**config.mk**
```make
export PLATFORM = sky130hd
export DESIGN_NAME = rom_read_arbiter
export DESIGN_NICKNAME = d
export VERILOG_FILES = /design/src/rtl/hack_rom_pkg.sv /design/src/rtl/rom_tag_pipe.sv /design/src/rtl/rom_read_arbiter.sv
export SDC_FILE = /design/constraint.sdc
export NUM_CORES = 1
export LEC_CHECK = 0
export CAP_MARGIN = 15
export CORE_ASPECT_RATIO = 1.5
export CORE_UTILIZATION = 37
export DETAILED_ROUTE_END_ITERATION = 10
export GPL_TIMING_DRIVEN = 0
export PLACE_DENSITY = 0.9
export SLEW_MARGIN = 15
export SYNTH_ARGS = -nofsm -noshare
export SYNTH_HDL_FRONTEND = slang
export SYNTH_HIERARCHICAL = 1
export SYNTH_SLANG_ARGS = --single-unit
```
**constraint.sdc**
```tcl
create_clock -name clock -period 1.35 [get_ports clock]
set_input_delay 0.3375 -clock clock [delete_from_list [all_inputs] [get_ports clock]]
set_output_delay 0.3375 -clock clock [all_outputs]
set_load 0.01 [all_outputs]
```
**src/rtl/hack_rom_pkg.sv**
```systemverilog
// Shared types and default sizes for the instruction ROM and the logic around it.
// Includes the owner tag carried alongside every in-flight ROM read.
package hack_rom_pkg;

  typedef enum logic [1:0] {
    OWN_NONE = 2'd0,
    OWN_CPU  = 2'd1,
    OWN_DBG  = 2'd2
  } owner_t;

  localparam int HACK_ADDR_W      = 16;
  localparam int HACK_ROM_ADDR_W  = 32;
  localparam int HACK_DATA_W      = 16;
  localparam int HACK_ROM_LATENCY = 1;

  // Maps the one-hot grant pair onto the tag that follows the read.
  function automatic owner_t grant_owner(input logic cpu_g, input logic dbg_g);
    owner_t own;
    if (cpu_g) begin
      own = OWN_CPU;
    end else if (dbg_g) begin
      own = OWN_DBG;
    end else begin
      own = OWN_NONE;
    end
    return own;
  endfunction

endpackage

```
**src/rtl/rom_tag_pipe.sv**
```systemverilog
// Shift register of read owners, aligned with the ROM read latency.
// Reset discards every in-flight tag.
module rom_tag_pipe
  import hack_rom_pkg::*;
#(
  parameter int DEPTH = HACK_ROM_LATENCY
) (
  input  logic   clock,
  input  logic   reset,
  input  owner_t tag_i,
  output owner_t tag_o
);

  owner_t pipe_q [DEPTH];

  // Advance tags one stage per cycle; the tail lines up with valid ROM data.
  always_ff @(posedge clock) begin
    if (reset) begin
      for (int i = 0; i < DEPTH; i++) begin
        pipe_q[i] <= OWN_NONE;
      end
    end else begin
      pipe_q[0] <= tag_i;
      for (int i = 1; i < DEPTH; i++) begin
        pipe_q[i] <= pipe_q[i-1];
      end
    end
  end

  assign tag_o = pipe_q[DEPTH-1];

endmodule

```
**src/rtl/rom_read_arbiter.sv**
```systemverilog
// Arbitrates the single-port instruction ROM between CPU fetch and the debug reader.
// Define ROM_ARB_STARVE_EN to force a debug win after STARVE_LIMIT denied cycles.
module rom_read_arbiter
  import hack_rom_pkg::*;
#(
  parameter int ADDR_W       = HACK_ADDR_W,
  parameter int ROM_ADDR_W   = HACK_ROM_ADDR_W,
  parameter int DATA_W       = HACK_DATA_W,
  parameter int ROM_LATENCY  = HACK_ROM_LATENCY,
  parameter int STARVE_LIMIT = 8
) (
  input  logic                  clock,
  input  logic                  reset,
  input  logic                  cpu_req,
  input  logic [ADDR_W-1:0]     cpu_addr,
  output logic                  cpu_gnt,
  output logic                  cpu_rvalid,
  output logic [DATA_W-1:0]     cpu_rdata,
  input  logic                  dbg_req,
  input  logic [ADDR_W-1:0]     dbg_addr,
  output logic                  dbg_gnt,
  output logic                  dbg_rvalid,
  output logic [DATA_W-1:0]     dbg_rdata,
  output logic                  rom_en,
  output logic [ROM_ADDR_W-1:0] rom_addr,
  input  logic [DATA_W-1:0]     rom_dout
);

  logic                  force_dbg_s;
  logic                  cpu_gnt_s;
  logic                  dbg_gnt_s;
  logic [ROM_ADDR_W-1:0] rom_addr_s;
  owner_t                tail_s;
  logic                  cpu_rvalid_s;
  logic                  dbg_rvalid_s;
  logic [DATA_W-1:0]     cpu_hold_q, cpu_hold_d;
  logic [DATA_W-1:0]     dbg_hold_q, dbg_hold_d;

`ifdef ROM_ARB_STARVE_EN
  logic [7:0] starve_cnt_q, starve_cnt_d;

  // Count consecutive cycles debug waits; any grant or dropped request clears it.
  always_comb begin
    if (dbg_req && !dbg_gnt_s) begin
      starve_cnt_d = starve_cnt_q + 8'd1;
    end else begin
      starve_cnt_d = 8'd0;
    end
  end

  // Starvation counter register.
  always_ff @(posedge clock) begin
    if (reset) begin
      starve_cnt_q <= 8'd0;
    end else begin
      starve_cnt_q <= starve_cnt_d;
    end
  end

  assign force_dbg_s = (starve_cnt_q == 8'(STARVE_LIMIT));
`else
  logic unused_limit_s;
  assign unused_limit_s = ^(8'(STARVE_LIMIT));
  assign force_dbg_s    = 1'b0;
`endif

  // CPU has priority unless debug has waited long enough; nothing granted in reset.
  always_comb begin
    cpu_gnt_s = 1'b0;
    dbg_gnt_s = 1'b0;
    if (reset) begin
      cpu_gnt_s = 1'b0;
      dbg_gnt_s = 1'b0;
    end else if (dbg_req && (force_dbg_s || !cpu_req)) begin
      dbg_gnt_s = 1'b1;
    end else if (cpu_req) begin
      cpu_gnt_s = 1'b1;
    end else begin
      cpu_gnt_s = 1'b0;
      dbg_gnt_s = 1'b0;
    end
  end

  // Winner address, zero-extended onto the ROM address bus.
  always_comb begin
    rom_addr_s = '0;
    if (cpu_gnt_s) begin
      rom_addr_s[ADDR_W-1:0] = cpu_addr;
    end else if (dbg_gnt_s) begin
      rom_addr_s[ADDR_W-1:0] = dbg_addr;
    end else begin
      rom_addr_s = '0;
    end
  end

  rom_tag_pipe #(
    .DEPTH (ROM_LATENCY)
  ) u_tag_pipe (
    .clock (clock),
    .reset (reset),
    .tag_i (grant_owner(cpu_gnt_s, dbg_gnt_s)),
    .tag_o (tail_s)
  );

  // Gate with reset so a tag still at the tail during reset never pulses.
  assign cpu_rvalid_s = (tail_s == OWN_CPU) && !reset;
  assign dbg_rvalid_s = (tail_s == OWN_DBG) && !reset;

  // Capture returned data so each read port holds its last word.
  always_comb begin
    cpu_hold_d = cpu_hold_q;
    dbg_hold_d = dbg_hold_q;
    if (cpu_rvalid_s) begin
      cpu_hold_d = rom_dout;
    end else if (dbg_rvalid_s) begin
      dbg_hold_d = rom_dout;
    end else begin
      cpu_hold_d = cpu_hold_q;
      dbg_hold_d = dbg_hold_q;
    end
  end

  // Held read data registers.
  always_ff @(posedge clock) begin
    if (reset) begin
      cpu_hold_q <= '0;
      dbg_hold_q <= '0;
    end else begin
      cpu_hold_q <= cpu_hold_d;
      dbg_hold_q <= dbg_hold_d;
    end
  end

  assign cpu_gnt    = cpu_gnt_s;
  assign dbg_gnt    = dbg_gnt_s;
  assign rom_en     = cpu_gnt_s | dbg_gnt_s;
  assign rom_addr   = rom_addr_s;
  assign cpu_rvalid = cpu_rvalid_s;
  assign dbg_rvalid = dbg_rvalid_s;
  assign cpu_rdata  = reset ? '0 : (cpu_rvalid_s ? rom_dout : cpu_hold_q);
  assign dbg_rdata  = reset ? '0 : (dbg_rvalid_s ? rom_dout : dbg_hold_q);

endmodule

```
== Yosys cells after proc, flatten, opt, wreduce, memory -nomap -nowiden ==
Memory sizes are Yosys's and may differ from the RTL's.
Cells that the tools add are included.

* Multiplexer cells: 18
* Bitwise operators: 1
* Reduce and logical (&&, ||, !) cells: 6
* Equality and inequality tests: 2

{| class="wikitable"
|+ Operator list
! operator !! number
|-
| two-way mux 16 bit || 6
|-
| two-way mux 1 bit || 9
|-
| two-way mux 2 bit || 3
|-
| logical AND 1 bit || 3
|-
| == test 2 x 1 -> 1 bit (second input constant) || 1
|-
| == test 2 bit (second input constant) || 1
|-
| zero test 1 bit || 2
|-
| OR reduction 2 bit || 1
|-
| OR 1 bit || 1
|}

* RAM bits: 2
* Memories kept: 1
* Word-level logic and storage cells: 30
* Output and inout port bits: 69
* Register bits: 32
* Input port bits: 52

{| class="wikitable"
|+ Memories
! memory !! depth !! width !! read ports !! clocked after memory_dff !! write ports !! line !! RTL
|-
| u_tag_pipe.pipe_q || 1 || 2 || 1 || 0 || 1 || rom_tag_pipe.sv:14 || <nowiki>owner_t pipe_q [DEPTH];</nowiki>
|}

== Logic depth before layout (Yosys ltp) ==
Gate-level depths: netlist of the first run.

* Word-level depth: 7
* Mapped depth: 5
* Mapped depth without buffers: 3

== Modules after synthesis ==
The synthesis of the first run kept the hierarchy.

{| class="wikitable"
|+ Modules (own cells, without submodules)
! module !! cells each !! sequential area each (um^2) !! area each (um^2) !! times used
|-
| rom_read_arbiter || 189 || 640.6 || 1923.1 || 1
|-
| rom_tag_pipe || 4 || 40.0 || 52.6 || 1
|}

== Worst setup path before layout of the first run ==
OpenSTA, ideal clock, no wires.

* Path kind: register to output
* From: mem u_tag_pipe/pipe_q[0][0] (netlist bit)
* To: out cpu_rdata[10]
* Path buffers: 2
* Cell stages (with the launch flop): 5
* Slack: -0.055 ns
* Arrival time: 1.068 ns
* Required time: 1.013 ns
* Cells stage by stage: dfxtp_1 -> nor2b_1 -> buf_6 -> buf_6 -> mux2i_1

* Longest elaborated chain between the ends: 5

{| class="wikitable"
|+ RTL lines
! item !! line !! RTL
|-
| start, declared || rom_tag_pipe.sv:14 ||
|-
| memory (1 x 2 bit) || -- ||
|-
| == test 2 x 1 -> 1 bit || rom_read_arbiter.sv:106 || <nowiki>assign cpu_rvalid_s = (tail_s == OWN_CPU) && !reset;</nowiki>
|-
| logical AND 1 bit || rom_read_arbiter.sv:106 ||
|-
| two-way mux 16 bit (2 in series) || -- ||
|-
| end, declared || rom_read_arbiter.sv:18 || <nowiki>output logic [DATA_W-1:0] cpu_rdata,</nowiki>
|}

No other way between the ends.

== Worst setup path in the final report of the first run ==
* From: mem u_tag_pipe/pipe_q[0][0] (netlist bit)
* To: out cpu_rdata[8]

Same word-level chain as after synthesis.

==> results of run 1 <==
## layer usage
layer,up-vias,global-route usage [%]
met5,-,0
met1,904,23.2
met3,2,4.70
li1,931,-
met2,73,42.0
met4,0,7.04
## worst min-delay path: cells and delay by family
kind          cells  cell delay (ns)
simple gates      1             0.04
buf+inv           2             0.19
## where the power goes
| group | internal [W] | switching [W] | total (W) |
|---|---|---|---|
| Sequential | 0.00103 | 0.00000956 | 0.00104 |
| Combinational | 0.000449 | 0.000293 | 0.000742 |
| Clock | 0.000590 | 0.000358 | 0.000948 |
## flip-flops by register name, summed over array words and instances, names as in the netlist
register           count
u_tag_pipe/pipe_q      2
dbg_hold_q            16
cpu_hold_q            16
## synth_stat cells
cell	number
mux2i_1	48
nor2b_4	1
buf_6	9
nor2b_1	3
a32o_1	16
conb_1	1
nand2b_1	50
buf_8	1
clkbuf_1	4
clkbuf_2	1
nor2_4	1
and2_1	2
dfxtp_1	34
nor2_1	4
buf_4	16
buf_2	2
## per-stage QoR
step	TNS [ns]	worst slack [ns]	area, um2	cells
floorplan	-0.131	-0.0113	2190	208
detailed placement	-70.92	-1.21	3310	379
global route	-18.20	-0.500	3730	410
finish	-15.24	-0.443	3730	410
global placement	-68.61	-1.17	3310	379
CTS	-15.23	-0.427	3640	411
## layout make-up
| class | instances | share of cell area, % |
|---|---|---|
| clock buffer | 6 | 2.21 |
| tap | 68 | 2.28 |
| clock inverter | 1 | 0.805 |
| timing repair buffer | 129 | 30.0 |
| multi-input combinational | 141 | 37.4 |
| sequential | 34 | 18.3 |
| buffer | 31 | 8.96 |
## cell usage in the layout (no fill, tap or decap), drive strengths merged
cell	count
and2	2
dfxtp	34
conb	16
buf	106
clkdlybuf4s50	39
dlygate4sd2	9
a32o	16
clkbuf	12
nor2	5
nand2b	50
bufinv	1
nor2b	4
mux2i	48
## kinds of logic after synthesis
| kind of cell | count (synthesis) | synth area share [%] |
|---|---|---|
| multiplexers | 48 | 24.3 |
| buffers and inverters | 33 | 13.5 |
| other | 1 | 0.190 |
| flip-flops | 34 | 34.5 |
| AO/OA/AOI/OAI | 16 | 8.11 |
| AND/OR/NAND/NOR | 61 | 19.4 |
## worst paths after layout
check                                 end  slack (ns)  cells past startpoint
setup / recovery             cpu_rdata[8]       -0.44                      5
hold / removal    u_tag_pipe/pipe_q[0][1]        0.32                      3
setup reg to reg            cpu_hold_q[1]       -0.03                      7
hold reg to reg             dbg_hold_q[9]        0.49                      2
## timing repair
item,in CTS,in global routing
endpoints found under the setup margin,86,54
hold buffers,0,0
setup buffers,20,1
pin swaps,6,5
cloned,6,0
gates resized for setup,288,21
==> flow_metrics.tcl, run 1 <==
set metrics [dict create \
    grt_max_degree 11 \
    synth_area_um2 1980 \
    final_core_util_pct 72.8 \
    wl_met1_um 2150 \
    clockBufferDepth 2 \
    hold_ws_ns 0.325 \
    worst-path-buf-inv 3 \
    r2r-start "u_tag_pipe/pipe_q[0][0]" \
    setup_violations 53 \
    worstPathCellList "nor2b_4 > buf_6 > buf_16 > mux2i_4 > buf_2" \
    wl_met3_um 339 \
    initial_utilization_pct 38.5 \
    cts_made_buffers 5 \
    layout_min_cycle_time_ns 1.79 \
    pin_count 121 \
    worstSetupStartpointType "flip-flop" \
    hold_class "in2reg" \
    root_buffer "clkbuf_8" \
    final_layout_size_suffix_gt1_share_pct 46.5 \
    routed_wirelength_um 6200 \
    p_total_w 0.00273 \
    min_from "reset" \
    die_w_um 61.7 \
    final-seq-area_um2 683 \
    cp-end-kind "primary output" \
    first_pass_iters 4 \
    ys_ff_latch 34 \
    drv_cap 0 \
    path_max_fanout 5 \
    status "finished, violations left" \
    placementRows 32 \
    rsz0062_at_grt "true" \
    synthTopCellsByArea "dfxtp_1 (34%), mux2i_1 (24%), nand2b_1 (16%)" \
    drt_iter0_markers 27 \
    h-tree-depth 2 \
    power.density_nw_per_um2 732 \
    core-area_um2 5120 \
    seq_area_frac_synth_pct 34.5 \
    antenna_found_initial 0 \
    yosys.area.top_type "dfxtp_1" \
    drc 0 \
    drtAntennaViolNets 0 \
    wl_per_cell_um 15.1 \
    diodes 0 \
    worst_slack_ns -0.443 \
    drv_slew 0 \
    critPathTopFamily "buffers and inverters" \
    critical_path_class "reg2out" \
    clk_pin_slew_ns 0.06 \
    grt.total_usage_pct 22.4 \
    violations "negative setup slack" \
    dr.max_layer_used "met4" \
    dr_wl_met2_um 3680 \
    multiInputGateArea_um2 1400 \
    max_freq_mhz 558 \
    cp.arrival_ns 1.46 \
    fin_nets 394 \
    synthesis.instances 193 \
    cts_tree "yes" \
    dieArea_um2 5640 \
    vias_per_cell 4.66 \
    port_buffers 103 \
    period_share_pct 133 \
    skew_ns 0.00657 \
    grt-ovfl-total 0 \
    ys.warnings.count 6 \
    critPathLaunch "u_tag_pipe/pipe_q[0][0]" \
    nFillCells 387 \
    dieHeight_um 91.5 \
    p_leak_nw 1.84 \
    crit_required_ns 1.01 \
    syn_to_final_growth_pct 88.8 \
    peakVddDrop_v 0.000567 \
    dp_hpwl_um 4200 \
    synth_top_area_share_pct 34.5 \
    avgSynthCellArea_um2 10.2 \
    routabilityCongestion 0.700 \
    ys_types 16 \
    critPathMaxStageDelay_ns 0.34 \
    slowest_stage "dfxtp_2" \
    clk_latency_ns 0.29 \
    cts_sinks 34 \
    num_vias 1910 \
    hold_violations 0 \
    first_global_vias 2037 \
    grt_pass1_wl_um 9350 \
]
(Power assumes the default switching activity.)
==> run 2, diff against run 1 <==
--- a/config.mk
+++ b/config.mk
@@ -6,7 +6,6 @@
 export NUM_CORES = 1
 export LEC_CHECK = 0
 export CAP_MARGIN = 15
-export CORE_ASPECT_RATIO = 1.5
 export CORE_UTILIZATION = 37
 export DETAILED_ROUTE_END_ITERATION = 10
 export GPL_TIMING_DRIVEN = 0
==> run 2 against run 1 <==
Critical path type unchanged. Die area decreased by 0.12%. Total power down 8.3%. Final cell count up 0.98%. The run still ends with negative setup slack left.
==> flow_metrics.tcl, run 2 (synthesis gave the netlist of run 1 again) <==
set metrics [dict create \
    first_global_vias 1941 \
    grt.total_usage_pct 21.8 \
    wl_per_cell_um 15.3 \
    hold_violations 0 \
    cts_sinks 34 \
    antenna_found_initial 0 \
    max_freq_mhz 550 \
    peakVddDrop_v 0.000340 \
    grt-ovfl-total 0 \
    root_buffer "clkbuf_8" \
    cts_tree "yes" \
    drv_cap 0 \
    diodes 0 \
    core-area_um2 5140 \
    grt_max_degree 11 \
    cp.arrival_ns 1.48 \
    crit_required_ns 1.01 \
    initial_utilization_pct 38.4 \
    worst_slack_ns -0.468 \
    die_w_um 75.1 \
    final_layout_size_suffix_gt1_share_pct 47.4 \
    setup_violations 52 \
    syn_to_final_growth_pct 93.0 \
    clk_pin_slew_ns 0.06 \
    hold_class "in2reg" \
    clockBufferDepth 2 \
    fin_nets 396 \
    path_max_fanout 5 \
    dp_hpwl_um 4200 \
    clk_latency_ns 0.28 \
    pin_count 121 \
    vias_per_cell 4.78 \
    cts_made_buffers 5 \
    status "finished, violations left" \
    reg_top3 "cpu_hold_q: 16 flops, dbg_hold_q: 16 flops, u_tag_pipe/pipe_q: 2 flops" \
    drv_slew 0 \
    final_common_cell "buf_2" \
    mostFrequentLayoutCells "buf_2 (41), nand2b_1 (36), dfxtp_1 (32)" \
    period_share_pct 135 \
    final_core_util_pct 74.2 \
    grt_pass1_wl_um 9110 \
    routed_wirelength_um 6350 \
    skew_ns 0.00276 \
    first_pass_iters 4 \
    drtAntennaViolNets 0 \
    fin_setup_tns_ns -14.04 \
    layout_min_cycle_time_ns 1.82 \
    dieHeight_um 75.1 \
    drc 0 \
    p_leak_nw 2.02 \
    routabilityCongestion 0.779 \
    cp-end-kind "primary output" \
    violations "negative setup slack" \
    critical_path_class "reg2out" \
    worstSetupStartpointType "flip-flop" \
    power.density_nw_per_um2 657 \
    port_buffers 103 \
    num_vias 1978 \
    drt_iter0_markers 50 \
    cts-hold-fix-buffers 0 \
    rsz0062_at_grt "true" \
    h-tree-depth 2 \
    placementRows 26 \
    dieArea_um2 5640 \
]
run 2: worst paths after layout:
path | from | endpoint | slack, ns | depth (start not counted)
worst max-delay path | u_tag_pipe/pipe_q[0][0] | cpu_rdata[1] | -0.47 | 5
worst min-delay path | reset | u_tag_pipe/pipe_q[0][1] | 0.35 | 3
worst max register to register | u_tag_pipe/pipe_q[0][0] | cpu_hold_q[1] | -0.11 | 8
worst min register to register | cpu_hold_q[0] | cpu_hold_q[0] | 0.48 | 2
run 2: power breakdown:
group / switching [W] / total, W / internal, W
Sequential: 0.0000101 / 0.00104 / 0.00103
Combinational: 0.000298 / 0.000765 / 0.000467
Clock: 0.000344 / 0.000699 / 0.000355
run 2: repair_timing:
| item | CTS | global route |
|---|---|---|
| gates resized for setup | 285 | 45 |
| setup endpoints to repair | 86 | 54 |
| gates cloned | 4 | 2 |
| pin swaps | 8 | 14 |
| setup buffers | 16 | 8 |
run 2: worst max-delay path: stages, from the launching register on:
cell and delay (ns):
dfxtp_2 0.34, nor2b_4 0.15, buf_8 0.14, buf_8 0.14
mux2i_2 0.26, buf_2 0.18
run 2: routing by layer:
metal  vias to the layer above  GRT usage, %  part of all wire (%)
li1                        942             -                     -
met1                       948          25.0                    39
met2                        80          41.2                    54
met3                         8          4.02                   5.9
met4                         0          6.08                   1.4
met5                         -             0                     0
run 2: per-stage QoR:
step / std cells / setup WS, ns / area (um2) / hold WS [ns] / total power [W]
3_3_place_gp: 381 / -1.20 / 3310 / 0.465 / 0.00169
2_1_floorplan: 208 / -0.0113 / 2190 / 0.402 / 0.00139
6_report: 414 / -0.468 / 3810 / 0.350 / 0.00251
5_1_grt: 414 / -0.517 / 3810 / 0.341 / 0.00261
4_1_cts: 408 / -0.432 / 3610 / 0.283 / 0.00248
3_5_place_dp: 381 / -1.23 / 3310 / 0.475 / 0.00170
run 2: cell type report:
class,instances,area [um2]
Tap cell,70,87.6
Buffer,30,333
Clock buffer,7,76.3
Multi-Input combinational cell,141,1370
Fill cell,377,1330
Timing Repair Buffer,132,1260
Sequential cell,34,683
